File: src/rtl/neuron_stream_driver_pkg.sv
// Shared definitions for the neuron stream driver: state encoding, pair width
// and default multiplier latency of the attached datapath.
package neuron_stream_driver_pkg;

   localparam int PAIR_W       = 8;
   localparam int DEF_MULT_LAT = 1;

   typedef enum logic [2:0] {
      ST_IDLE    = 3'd0,
      ST_CLEAR   = 3'd1,
      ST_FEED    = 3'd2,
      ST_DRAIN   = 3'd3,
      ST_CAPTURE = 3'd4
   } state_e;

endpackage

File: src/rtl/neuron_stream_driver_if.sv
// Host-side bus of the neuron stream driver: buffer writes, launch and result.
interface neuron_stream_driver_if #(
   parameter int M      = 18,
   parameter int ADDR_W = 4
);
   import neuron_stream_driver_pkg::*;

   logic              wr_en;
   logic [ADDR_W-1:0] wr_addr;
   logic [PAIR_W-1:0] wr_in;
   logic [PAIR_W-1:0] wr_weight;
   logic [ADDR_W:0]   n_len;
   logic              start;
   logic              busy;
   logic              done;
   logic [M-1:0]      result;

   modport master (
      output wr_en, wr_addr, wr_in, wr_weight, n_len, start,
      input  busy, done, result
   );

   modport slave (
      input  wr_en, wr_addr, wr_in, wr_weight, n_len, start,
      output busy, done, result
   );

endinterface

File: src/rtl/neuron_stream_driver_pair_buffer.sv
// DEPTH x {input, weight} store: synchronous write, combinational read.
module neuron_stream_driver_pair_buffer
   import neuron_stream_driver_pkg::*;
#(
   parameter int DEPTH  = 16,
   parameter int ADDR_W = 4
) (
   input  logic                clk,
   input  logic                we_i,
   input  logic [ADDR_W-1:0]   waddr_i,
   input  logic [2*PAIR_W-1:0] wdata_i,
   input  logic [ADDR_W-1:0]   raddr_i,
   output logic [2*PAIR_W-1:0] rdata_o
);

   logic [2*PAIR_W-1:0] mem_q [DEPTH];

   always_ff @(posedge clk) begin
      if (we_i) begin
         mem_q[waddr_i] <= wdata_i;
      end
   end

   assign rdata_o = mem_q[raddr_i];

endmodule

File: src/rtl/neuron_stream_driver.sv
// Streams buffered {input, weight} pairs into one neuron datapath and captures
// its activation output once the accumulator enables have drained.
//
// state   | meaning
// IDLE    | waiting for start; buffer writable
// CLEAR   | one cycle of synchronous datapath clear
// FEED    | one pair per cycle into the datapath input register
// DRAIN   | 1+MULT_LAT cycles while the enable delay line empties
// CAPTURE | sample datapath output into result; done follows
module neuron_stream_driver
   import neuron_stream_driver_pkg::*;
#(
   parameter int M        = 18,
   parameter int DEPTH    = 16,
   parameter int ADDR_W   = 4,
   parameter int MULT_LAT = DEF_MULT_LAT
) (
   input  logic                 clk,
   input  logic                 rst,
   neuron_stream_driver_if.slave host,
   output logic [PAIR_W-1:0]    nd_in,
   output logic [PAIR_W-1:0]    nd_weight,
   output logic                 nd_input_register,
   output logic                 nd_acumulator_register_en,
   output logic                 nd_clear,
   input  logic [M-1:0]         nd_out
);

   localparam int EN_W  = MULT_LAT + 1;
   localparam int DRN_W = (MULT_LAT < 1) ? 1 : $clog2(MULT_LAT + 1);
   localparam logic [ADDR_W:0]  DEPTH_L    = (ADDR_W + 1)'(DEPTH);
   localparam logic [ADDR_W:0]  ONE_L      = (ADDR_W + 1)'(1);
   localparam logic [DRN_W-1:0] DRAIN_INIT = DRN_W'(MULT_LAT);

   state_e              state_q, state_d;
   logic [ADDR_W:0]     len_q, len_d;
   logic [ADDR_W:0]     ptr_q, ptr_d;
   logic [EN_W-1:0]     en_pipe_q, en_pipe_d;
   logic [DRN_W-1:0]    drain_q, drain_d;
   logic                done_q, done_d;
   logic [M-1:0]        result_q, result_d;
   logic                feed;
   logic                clear;
   logic                start_ok;
   logic                wr_ok;
   logic [2*PAIR_W-1:0] rd_pair;

   // done_q marks the cycle right after CAPTURE, which must still refuse start
   assign start_ok = host.start && (state_q == ST_IDLE) && !done_q;
   assign wr_ok    = host.wr_en && (state_q == ST_IDLE);

   neuron_stream_driver_pair_buffer #(
      .DEPTH  (DEPTH),
      .ADDR_W (ADDR_W)
   ) u_pair_buffer (
      .clk     (clk),
      .we_i    (wr_ok),
      .waddr_i (host.wr_addr),
      .wdata_i ({host.wr_in, host.wr_weight}),
      .raddr_i (ptr_q[ADDR_W-1:0]),
      .rdata_o (rd_pair)
   );

   always_comb begin
      state_d  = state_q;
      len_d    = len_q;
      ptr_d    = ptr_q;
      drain_d  = drain_q;
      done_d   = 1'b0;
      result_d = result_q;
      feed     = 1'b0;
      clear    = 1'b0;
      case (state_q)
         ST_IDLE: begin
            if (start_ok) begin
               len_d   = (host.n_len > DEPTH_L) ? DEPTH_L : host.n_len;
               state_d = ST_CLEAR;
            end
         end
         ST_CLEAR: begin
            clear   = 1'b1;
            ptr_d   = '0;
            drain_d = DRAIN_INIT;
            state_d = (len_q == '0) ? ST_DRAIN : ST_FEED;
         end
         ST_FEED: begin
            feed = 1'b1;
            if (ptr_q == len_q - ONE_L) begin
               state_d = ST_DRAIN;
            end else begin
               ptr_d = ptr_q + ONE_L;
            end
         end
         ST_DRAIN: begin
            if (drain_q == '0) begin
               state_d = ST_CAPTURE;
            end else begin
               drain_d = drain_q - DRN_W'(1);
            end
         end
         ST_CAPTURE: begin
            result_d = nd_out;
            done_d   = 1'b1;
            state_d  = ST_IDLE;
         end
         default: state_d = ST_IDLE;
      endcase
      en_pipe_d = (en_pipe_q << 1) | EN_W'(feed);
   end

   always_ff @(posedge clk) begin
      if (rst) begin
         state_q   <= ST_IDLE;
         len_q     <= '0;
         ptr_q     <= '0;
         en_pipe_q <= '0;
         drain_q   <= '0;
         done_q    <= 1'b0;
         result_q  <= '0;
      end else begin
         state_q   <= state_d;
         len_q     <= len_d;
         ptr_q     <= ptr_d;
         en_pipe_q <= en_pipe_d;
         drain_q   <= drain_d;
         done_q    <= done_d;
         result_q  <= result_d;
      end
   end

   assign host.busy   = (state_q != ST_IDLE);
   assign host.done   = done_q;
   assign host.result = result_q;

   assign nd_in                     = feed ? rd_pair[2*PAIR_W-1:PAIR_W] : '0;
   assign nd_weight                 = feed ? rd_pair[PAIR_W-1:0] : '0;
   assign nd_input_register         = feed;
   assign nd_acumulator_register_en = en_pipe_q[EN_W-1];
   assign nd_clear                  = clear;

endmodule

File: src/flat_wrapper.sv
// flat-port wrapper written by rule: the top's interface ports become plain ports
module neuron_stream_driver_flat import neuron_stream_driver_pkg::*;
#(
   parameter int M        = 18,
   parameter int DEPTH    = 16,
   parameter int ADDR_W   = 4,
   parameter int MULT_LAT = DEF_MULT_LAT
)
  (clk, rst, nd_in, nd_weight, nd_input_register, nd_acumulator_register_en, nd_clear, nd_out, host_wr_en, host_wr_addr, host_wr_in, host_wr_weight, host_n_len, host_start, host_busy, host_done, host_result);
  neuron_stream_driver_if #(.M(M), .ADDR_W(ADDR_W)) host_i ();
  input  logic clk;
  input  logic rst;
  output logic [PAIR_W-1:0] nd_in;
  output logic [PAIR_W-1:0] nd_weight;
  output logic nd_input_register;
  output logic nd_acumulator_register_en;
  output logic nd_clear;
  input  logic [M-1:0] nd_out;
  input wire logic [$bits(host_i.wr_en)-1:0] host_wr_en;
  input wire logic [$bits(host_i.wr_addr)-1:0] host_wr_addr;
  input wire logic [$bits(host_i.wr_in)-1:0] host_wr_in;
  input wire logic [$bits(host_i.wr_weight)-1:0] host_wr_weight;
  input wire logic [$bits(host_i.n_len)-1:0] host_n_len;
  input wire logic [$bits(host_i.start)-1:0] host_start;
  output wire logic [$bits(host_i.busy)-1:0] host_busy;
  output wire logic [$bits(host_i.done)-1:0] host_done;
  output wire logic [$bits(host_i.result)-1:0] host_result;
  assign host_i.wr_en = host_wr_en;
  assign host_i.wr_addr = host_wr_addr;
  assign host_i.wr_in = host_wr_in;
  assign host_i.wr_weight = host_wr_weight;
  assign host_i.n_len = host_n_len;
  assign host_i.start = host_start;
  assign host_busy = host_i.busy;
  assign host_done = host_i.done;
  assign host_result = host_i.result;
  neuron_stream_driver #(.M(M), .DEPTH(DEPTH), .ADDR_W(ADDR_W), .MULT_LAT(MULT_LAT)) u_core (.clk(clk), .rst(rst), .host(host_i), .nd_in(nd_in), .nd_weight(nd_weight), .nd_input_register(nd_input_register), .nd_acumulator_register_en(nd_acumulator_register_en), .nd_clear(nd_clear), .nd_out(nd_out));
endmodule
File: config.mk
export PLATFORM = sky130hd
export DESIGN_NAME = neuron_stream_driver_flat
export DESIGN_NICKNAME = d
export VERILOG_FILES = /design/src/rtl/neuron_stream_driver_pkg.sv /design/src/rtl/neuron_stream_driver_if.sv /design/src/rtl/neuron_stream_driver_pair_buffer.sv /design/src/rtl/neuron_stream_driver.sv /design/src/flat_wrapper.sv
export SDC_FILE = /design/constraint.sdc
export NUM_CORES = 1
export LEC_CHECK = 0
export ABC_AREA = 0
export BUFFER_PORTS_ARGS = -buffer_cell sky130_fd_sc_hd__buf_4
export CORE_UTILIZATION = 54
export CTS_CLUSTER_SIZE = 40
export DETAILED_ROUTE_END_ITERATION = 10
export HOLD_SLACK_MARGIN = 0.03
export PLACE_DENSITY = 0.76
export SYNTH_ARGS = -nofsm -noshare
export SYNTH_HDL_FRONTEND = slang
export SYNTH_HIERARCHICAL = 1
export SYNTH_SLANG_ARGS = --single-unit
export TNS_END_PERCENT = 50
File: constraint.sdc
create_clock -name clk -period 2.75 [get_ports clk]
set_input_delay 0.275 -clock clk [delete_from_list [all_inputs] [get_ports clk]]
set_output_delay 0.275 -clock clk [all_outputs]
set_load 0.01 [all_outputs]
==> results of run 1 <==
[stage by stage]
stage | hold slack, ns | instance area [sq um] | util [%]
global route | 0.0473 | 14000 | 68.8
global placement | 0.422 | 12500 | 61.4
floorplan | 0.374 | 11300 | -
finish | 0.0380 | 14000 | 68.8
CTS | 0.0342 | 13800 | 67.8
detailed placement | 0.428 | 12500 | 61.4
[final cells by class]
| cell class | instances | area share, % |
|---|---|---|
| flip-flops and latches | 291 | 59.9 |
| multi-input cells | 286 | 20.4 |
| repair buffers | 168 | 10.6 |
| clock buffers | 34 | 5.31 |
| well taps | 270 | 2.41 |
| clock inverters | 17 | 1.29 |
| inverters | 5 | 0.134 |
[synthesized netlist by cell type (5+ instances only)]
cell type,n
inv_1,5
a21oi_1,27
edfxtp_1,256
mux4_2,54
and3_1,16
nor3_1,6
clkbuf_1,17
nor2_1,25
nor2b_1,6
a22oi_1,32
mux4_1,10
nand2_1,61
nor3b_1,5
dfxtp_1,35
o21ai_1,6
[path summary, 6_finish.rpt]
| path | cells after the start | start | endpoint |
|---|---|---|---|
| worst min-delay path | 1 | host_wr_in[1] | u_core/u_pair_buffer/mem_q[14][9] |
| worst min register to register | 1 | u_core/en_pipe_q[0] | u_core/en_pipe_q[1] |
| worst max register to register | 5 | u_core/state_q[0] | u_core/u_pair_buffer/mem_q[0][8] |
| worst max-delay path | 7 | u_core/ptr_q[0] | nd_weight[1] |
[state kept, by name (all words and copies together) (netlist names)]
signal	cells
u_core/host.result	18
u_core/u_pair_buffer/mem_q	256
u_core/host.done	1
u_core/drain_q	1
u_core/len_q	5
u_core/en_pipe_q	2
u_core/state_q	3
u_core/ptr_q	5
[critical path, stage by stage (launching register included)]
cell	delay, ns
dfxtp_4	0.44
buf_8	0.18
clkbuf_16	0.18
mux4_2	0.53
a22oi_2	0.18
nand2_1	0.08
and3_1	0.17
buf_4	0.14
[logic make-up after synthesis]
kind of cell / after synthesis / share of synthesized area, %
XOR/XNOR: 5 / 0.387
AND/OR/NAND/NOR: 145 / 6.29
multiplexers: 64 / 13.1
flip-flops: 291 / 74.1
AO/OA/AOI/OAI: 70 / 4.18
buffers and inverters: 37 / 1.72
adder cells (fa/ha/maj): 2 / 0.221
[layer usage]
metal,global-route usage (%),vias to the layer above,wire [um]
met5,0,-,0
met4,7.97,0,823
met3,5.19,70,2680
met2,41.5,395,13100
met1,34.4,3376,10500
li1,-,2802,-
[power breakdown]
part / switching, mW / total, mW / internal (mW)
clock network: 1.58 / 3.87 / 2.29
registers: 0.0506 / 4.94 / 4.89
logic: 0.582 / 1.17 / 0.592
total: 2.21 / 9.99 / 7.78
[what timing repair did]
action                                  CTS  global route
cloned                                    0             2
resized for setup                         1            23
hold buffers                             33             0
buffers inserted                          4             7
endpoints found under the hold margin   195             0
endpoints found under the setup margin   13            10
pin swaps                                 0            10
==> results.env, run 1 <==
FINAL_COMMON_CELL='edfxtp_1'
ANTENNADIODECOUNT=0
CRITPATHARRIVALTIME_NS=2.44
VIA_COUNT_OF_THE_FIRST_GLOBAL_ROUTING_PASS=6774
DRT_PRE_ANTENNA_ITERS=4
POSTSYNTHNETCOUNT=663
TIMING_WORST_SLEW_PIN_VALUE_NS=0.608
P_PER_AREA_nW_PER_UM2=713
DRC_VIOLATIONS=0
INITIAL_CORE_UTIL_PCT=55.6
FILLERS=1222
SYN-MEAN-INSTANCE-AREA_SQ_UM=18.4
VDD_IR_DROP_MAX_mV=0.689
FLOORPLAN.ROWS=52
GRT_UTIL_ALL_LAYERS_PCT=25.3
SEQCELLAREA_SQ_UM=8390
FINALSETUPVIOLATIONS=0
MAX_SLEW_VIO_COUNT=0
GRT_SETUP_UNREPAIRED='true'
YOSYS.CELL_TYPES.COUNT=43
LAYOUT_COMMON_CELLS='256 x edfxtp_1, 123 x buf_4, 61 x nand2_1, 54 x mux4_2'
FINALNONFILLERCELLS=1071
CORE-AREA_SQ_UM=20400
TOP_FF_CELL_SYNTH='edfxtp_1'
FP.DIEAREA_SQ_UM=21500
R2R_SETUP_SLACK_NS=0.31
SYNTH_TOP_AREA_CELL='edfxtp_1'
SETUP_TNS_NS=0
LAYOUT_SETUP_WS_NS=0.0308
POST_DRT_VIA_CELL_RATIO=6.20
SYN-INSTANCE-COUNT=614
HP-CLASS='primary input to register'
GRT_PASS1_WL_UM=40100
MIN_PERIOD_NS=2.72
GLOBALROUTE.TOTALOVERFLOW=0
OUTCOME='complete, no violations'
IOPINCOUNT=86
CLOCK-SKEW-FINAL_NS=0.00596
DIE_W_UM=147
SYNTH_SEQ_CELLS=291
DRT.ANTENNA.VIOLATING_NETS=0
YS_SEQ_AREA_SHARE_PCT=74.1
FINAL_HOLD_FAILS=0
SLEW_HEADROOM_PCT=59.4
CRIT_FANOUT=7
CTSROOTBUFFERMASTER='clkbuf_16'
CLOCK_PATH_BUFFERS=3
POST_SYNTH_MAIN_AREA_CONTRIBUTORS='edfxtp_1 68%, mux4_2 11%, dfxtp_1 6.2%'
MAXCAPVIOLATIONS=0
CTS_TREE='done'
SYNTH_ENABLE_FLOP_CELLS=256
ANTENNA_FOUND_INITIAL=0
HPWLAFTERDP_UM=15000
FIN_TOTAL_PWR_mW=9.99
CRIT_TYPE='register to primary output'
REQUIRED_NS=2.48
DESIGN.FINAL.NETS=829
CLOCK_TRANSITION_AT_THE_REGISTER_CLOCK_PINS_ON_THE_WORST_SETUP_AND_HOLD_PATHS_AFTER_CTS_NS=0.06
DRT-INITIAL-DRC-COUNT=691
MULTIINPUTGATEAREA_SQ_UM=2860
H-TREE-DEPTH=1
WIRE_PER_INST_UM=25.3
DP_WORST_SETUP_SLACK_NS=0.398
FINAL.PERIOD_UTILIZATION_PCT=98.9
FINALWEIGHTEDCONGESTION=0.851
SYNTH_TOP_CELL_AREA_SHARE_PCT=67.9
END_KIND='primary output'
CLK_LATENCY_NS=0.54
TRITONCTS_NUM_SINKS=291
DP.CELLS=974
CELLLEAKAGEPOWER_nW=4.74
YOSYS_WARNINGS=6
ASYNCSETRESETFLOPFRACSYNTH_PCT=0
PORT-BUFFER-COUNT=85
FINAL_LAYOUT_SIZE_SUFFIX_GT1_SHARE_PCT=33.7
CRITPATHLAUNCHTYPE='register'
SYN_TO_FINAL_GROWTH_PCT=23.8
CTS_INSERTED_BUFFERS=28
GRT_START_MAX_NET_PINS=41
DIE_HEIGHT_UM=147
ROUTED_WL_UM=27100
DR_TOTAL_VIAS=6643
SYNTH_AREA_SQ_UM=11300
ACHIEVABLE-FREQUENCY_MHz=368
Power figures use the tool's default switching activity.
==> run 2: changes to the inputs <==
--- a/config.mk
+++ b/config.mk
@@ -7,11 +7,12 @@
 export LEC_CHECK = 0
 export ABC_AREA = 0
 export BUFFER_PORTS_ARGS = -buffer_cell sky130_fd_sc_hd__buf_4
-export CORE_UTILIZATION = 54
+export CORE_MARGIN = 2
+export CORE_UTILIZATION = 59
 export CTS_CLUSTER_SIZE = 40
 export DETAILED_ROUTE_END_ITERATION = 10
 export HOLD_SLACK_MARGIN = 0.03
-export PLACE_DENSITY = 0.76
+export PLACE_DENSITY = 0.78
 export SYNTH_ARGS = -nofsm -noshare
 export SYNTH_HDL_FRONTEND = slang
 export SYNTH_HIERARCHICAL = 1
==> constraint.sdc (replaced) <==
create_clock -name clk -period 3 [get_ports clk]
set_input_delay 0.3 -clock clk [delete_from_list [all_inputs] [get_ports clk]]
set_output_delay 0.3 -clock clk [all_outputs]
set_load 0.01 [all_outputs]
==> run 2 against run 1 <==
Worst hold slack improved by 0.013 ns. Clock skew rose by 0.0059 ns. Sequential cell count did not move. Largest power group unchanged.
==> results.env, run 2 (synthesis results as in run 1) <==
OUTCOME='complete, no violations'
MAXCAPVIOLATIONS=0
CRITPATHMAXSTAGEDELAY_NS=0.76
CLOCK_TRANSITION_AT_THE_REGISTER_CLOCK_PINS_ON_THE_WORST_SETUP_AND_HOLD_PATHS_AFTER_CTS_NS=0.06
FINAL_LAYOUT_SIZE_SUFFIX_GT1_SHARE_PCT=31.6
GRT_PASS1_WL_UM=37800
CRITPATHSLOWESTCELL='nor2_1'
PATH_CELLS='nor2_1, buf_4, a22oi_1, nand2_1, and3_1, buf_4'
CRITPATHMOSTFREQUENTCELL='buf_4'
LAYOUT_SETUP_WS_NS=0.0972
CELLLEAKAGEPOWER_nW=4.59
TIMING_WORST_SLEW_PIN_VALUE_NS=0.935
IOPINCOUNT=86
GRT_UTIL_ALL_LAYERS_PCT=25.6
SYN_TO_FINAL_GROWTH_PCT=19.7
SETUP_TNS_NS=0
HOLD_WS_NS=0.0508
NET-SWITCHING-POWER_mW=1.93
WIRELENGTH_MET1_UM=10000
SEQUENTIALPOWERSHARE_PCT=51.5
GLOBALROUTE.TOTALOVERFLOW=0
P_PER_AREA_nW_PER_UM2=651
FLOORPLAN.ROWS=50
WL_MET2_UM=12300
CLOCK-SKEW-FINAL_NS=0.0119
CRIT_FANOUT=11
POST_DRT_VIA_CELL_RATIO=6.36
GRT_SETUP_UNREPAIRED='false'
CTSRESIZECOUNT=0
INITIAL_CORE_UTIL_PCT=60.3
ANTENNA_FOUND_INITIAL=0
DR_TOTAL_VIAS=6441
CLOCK_PATH_BUFFERS=3
HP-CLASS='primary input to register'
FILLERS=1087
DIE_W_UM=142
SLEW_HEADROOM_PCT=37.4
LARGEST_REGISTER_FFS=256
CTS_TREE='done'
CRITPATHLAUNCHTYPE='register'
CRIT_TYPE='register to primary output'
DP_WORST_SETUP_SLACK_NS=0.378
FINALWEIGHTEDCONGESTION=0.755
DRT_PRE_ANTENNA_ITERS=5
DP.CELLS=937
FINAL.PERIOD_UTILIZATION_PCT=96.8
PATH_DELAY_FAMILY='simple AND/OR/NAND/NOR gates'
ANTENNADIODECOUNT=0
FINAL_HOLD_FAILS=0
TOPROUTINGLAYERUSED='met4'
CLOCK_POWER_SHARE_PCT=37.6
PORT-BUFFER-COUNT=85
MAX_SLEW_VIO_COUNT=0
ROUTED_WL_UM=25500
FINALSETUPVIOLATIONS=0
DIE_HEIGHT_UM=142
WIRE_PER_INST_UM=25.1
ROUTED-WL-MET3_UM=2640
HPWLAFTERDP_UM=14500
DESIGN.FINAL.NETS=811
ACHIEVABLE-FREQUENCY_MHz=344
END_KIND='primary output'
DRT.ANTENNA.VIOLATING_NETS=0
CP_NUM_BUF_INV=2
R2R_SETUP_SLACK_NS=0.60
P_SW_SHARE_PCT=21.9
LAYOUT_COMMON_CELLS='256 x edfxtp_1, 128 x buf_4, 61 x nand2_1, 54 x mux4_2, 33 x dfxtp_1'
FINALNONFILLERCELLS=1013
TRITONCTS_NUM_SINKS=291
REQUIRED_NS=2.70
CORE-AREA_SQ_UM=18800
FINAL_COMMON_CELL='edfxtp_1'
CTSROOTBUFFERMASTER='clkbuf_16'
CRITPATHARRIVALTIME_NS=2.60
SHARE_COMB_OF_TOTAL_POWER_PCT=10.9
CTS_INSERTED_BUFFERS=29
H-TREE-DEPTH=1
CLK_LATENCY_NS=0.54
POWER.INTERNAL_mW=6.88
TOP_REGISTER='u_core/u_pair_buffer/mem_q'
DRC_VIOLATIONS=0
GRT_START_MAX_NET_PINS=36
FP.DIEAREA_SQ_UM=20300
MIN_PERIOD_NS=2.90
VIA_COUNT_OF_THE_FIRST_GLOBAL_ROUTING_PASS=6415
VDD_IR_DROP_MAX_mV=0.517
DRT-INITIAL-DRC-COUNT=537
run 2: cell count changes in the layout (fill, tap and decap cells not counted), sizes merged:
cell         delta
dlygate4sd3    -15
clkbuf          -4
buf             -2
bufinv          -2
inv             +1
run 2: area by class of cell:
class                   count  area [sq um]  share of cell area [%]
clock buffers              32           737                    5.44
clock inverters            16           125                   0.924
inverters                   5          18.8                   0.139
multi-input cells         286          2780                    20.5
flip-flops and latches    291          8390                    62.0
well taps                 234           293                    2.16
repair buffers            149          1200                    8.87
run 2: through the flow:
stage / area (sq um) / utilization (%) / total power, mW
floorplan: 11300 / - / 5.18
global placement: 12400 / 66.2 / 5.47
detailed placement: 12400 / 66.2 / 5.51
CTS: 13500 / 71.8 / 8.84
global route: 13500 / 72.2 / 9.10
finish: 13500 / 72.2 / 8.81
run 2: per-layer routing:
layer | global-route usage (%) | vias to the layer above
met4 | 7.09 | 0
li1 | - | 2761
met3 | 4.24 | 43
met2 | 41.5 | 386
met5 | 0 | -
met1 | 36.8 | 3251
run 2: power by group through the flow:
| stage | Sequential (mW) | Clock (mW) | Combinational (mW) |
|---|---|---|---|
| global placement | 4.65 | 0 | 0.826 |
| CTS | 4.55 | 3.37 | 0.919 |
| detailed placement | 4.65 | 0 | 0.854 |
| finish | 4.54 | 3.31 | 0.960 |
| global route | 4.54 | 3.53 | 1.03 |
| floorplan | 4.60 | 0 | 0.582 |
run 2: path summary, 6_finish.rpt:
kind | from | end | cells past startpoint
worst max register to register | u_core/state_q[0] | u_core/u_pair_buffer/mem_q[13][9] | 5
worst min-delay path | host_wr_weight[2] | u_core/u_pair_buffer/mem_q[13][2] | 1
worst min register to register | u_core/en_pipe_q[0] | u_core/en_pipe_q[1] | 1
worst max-delay path | u_core/ptr_q[2] | nd_in[7] | 6
run 2: timing repair:
action                                 CTS  global route
setup endpoints to repair               11             2
hold buffers                            18             0
endpoints found under the hold margin   18             0
cloned                                   0             0
buffers inserted                         1             9
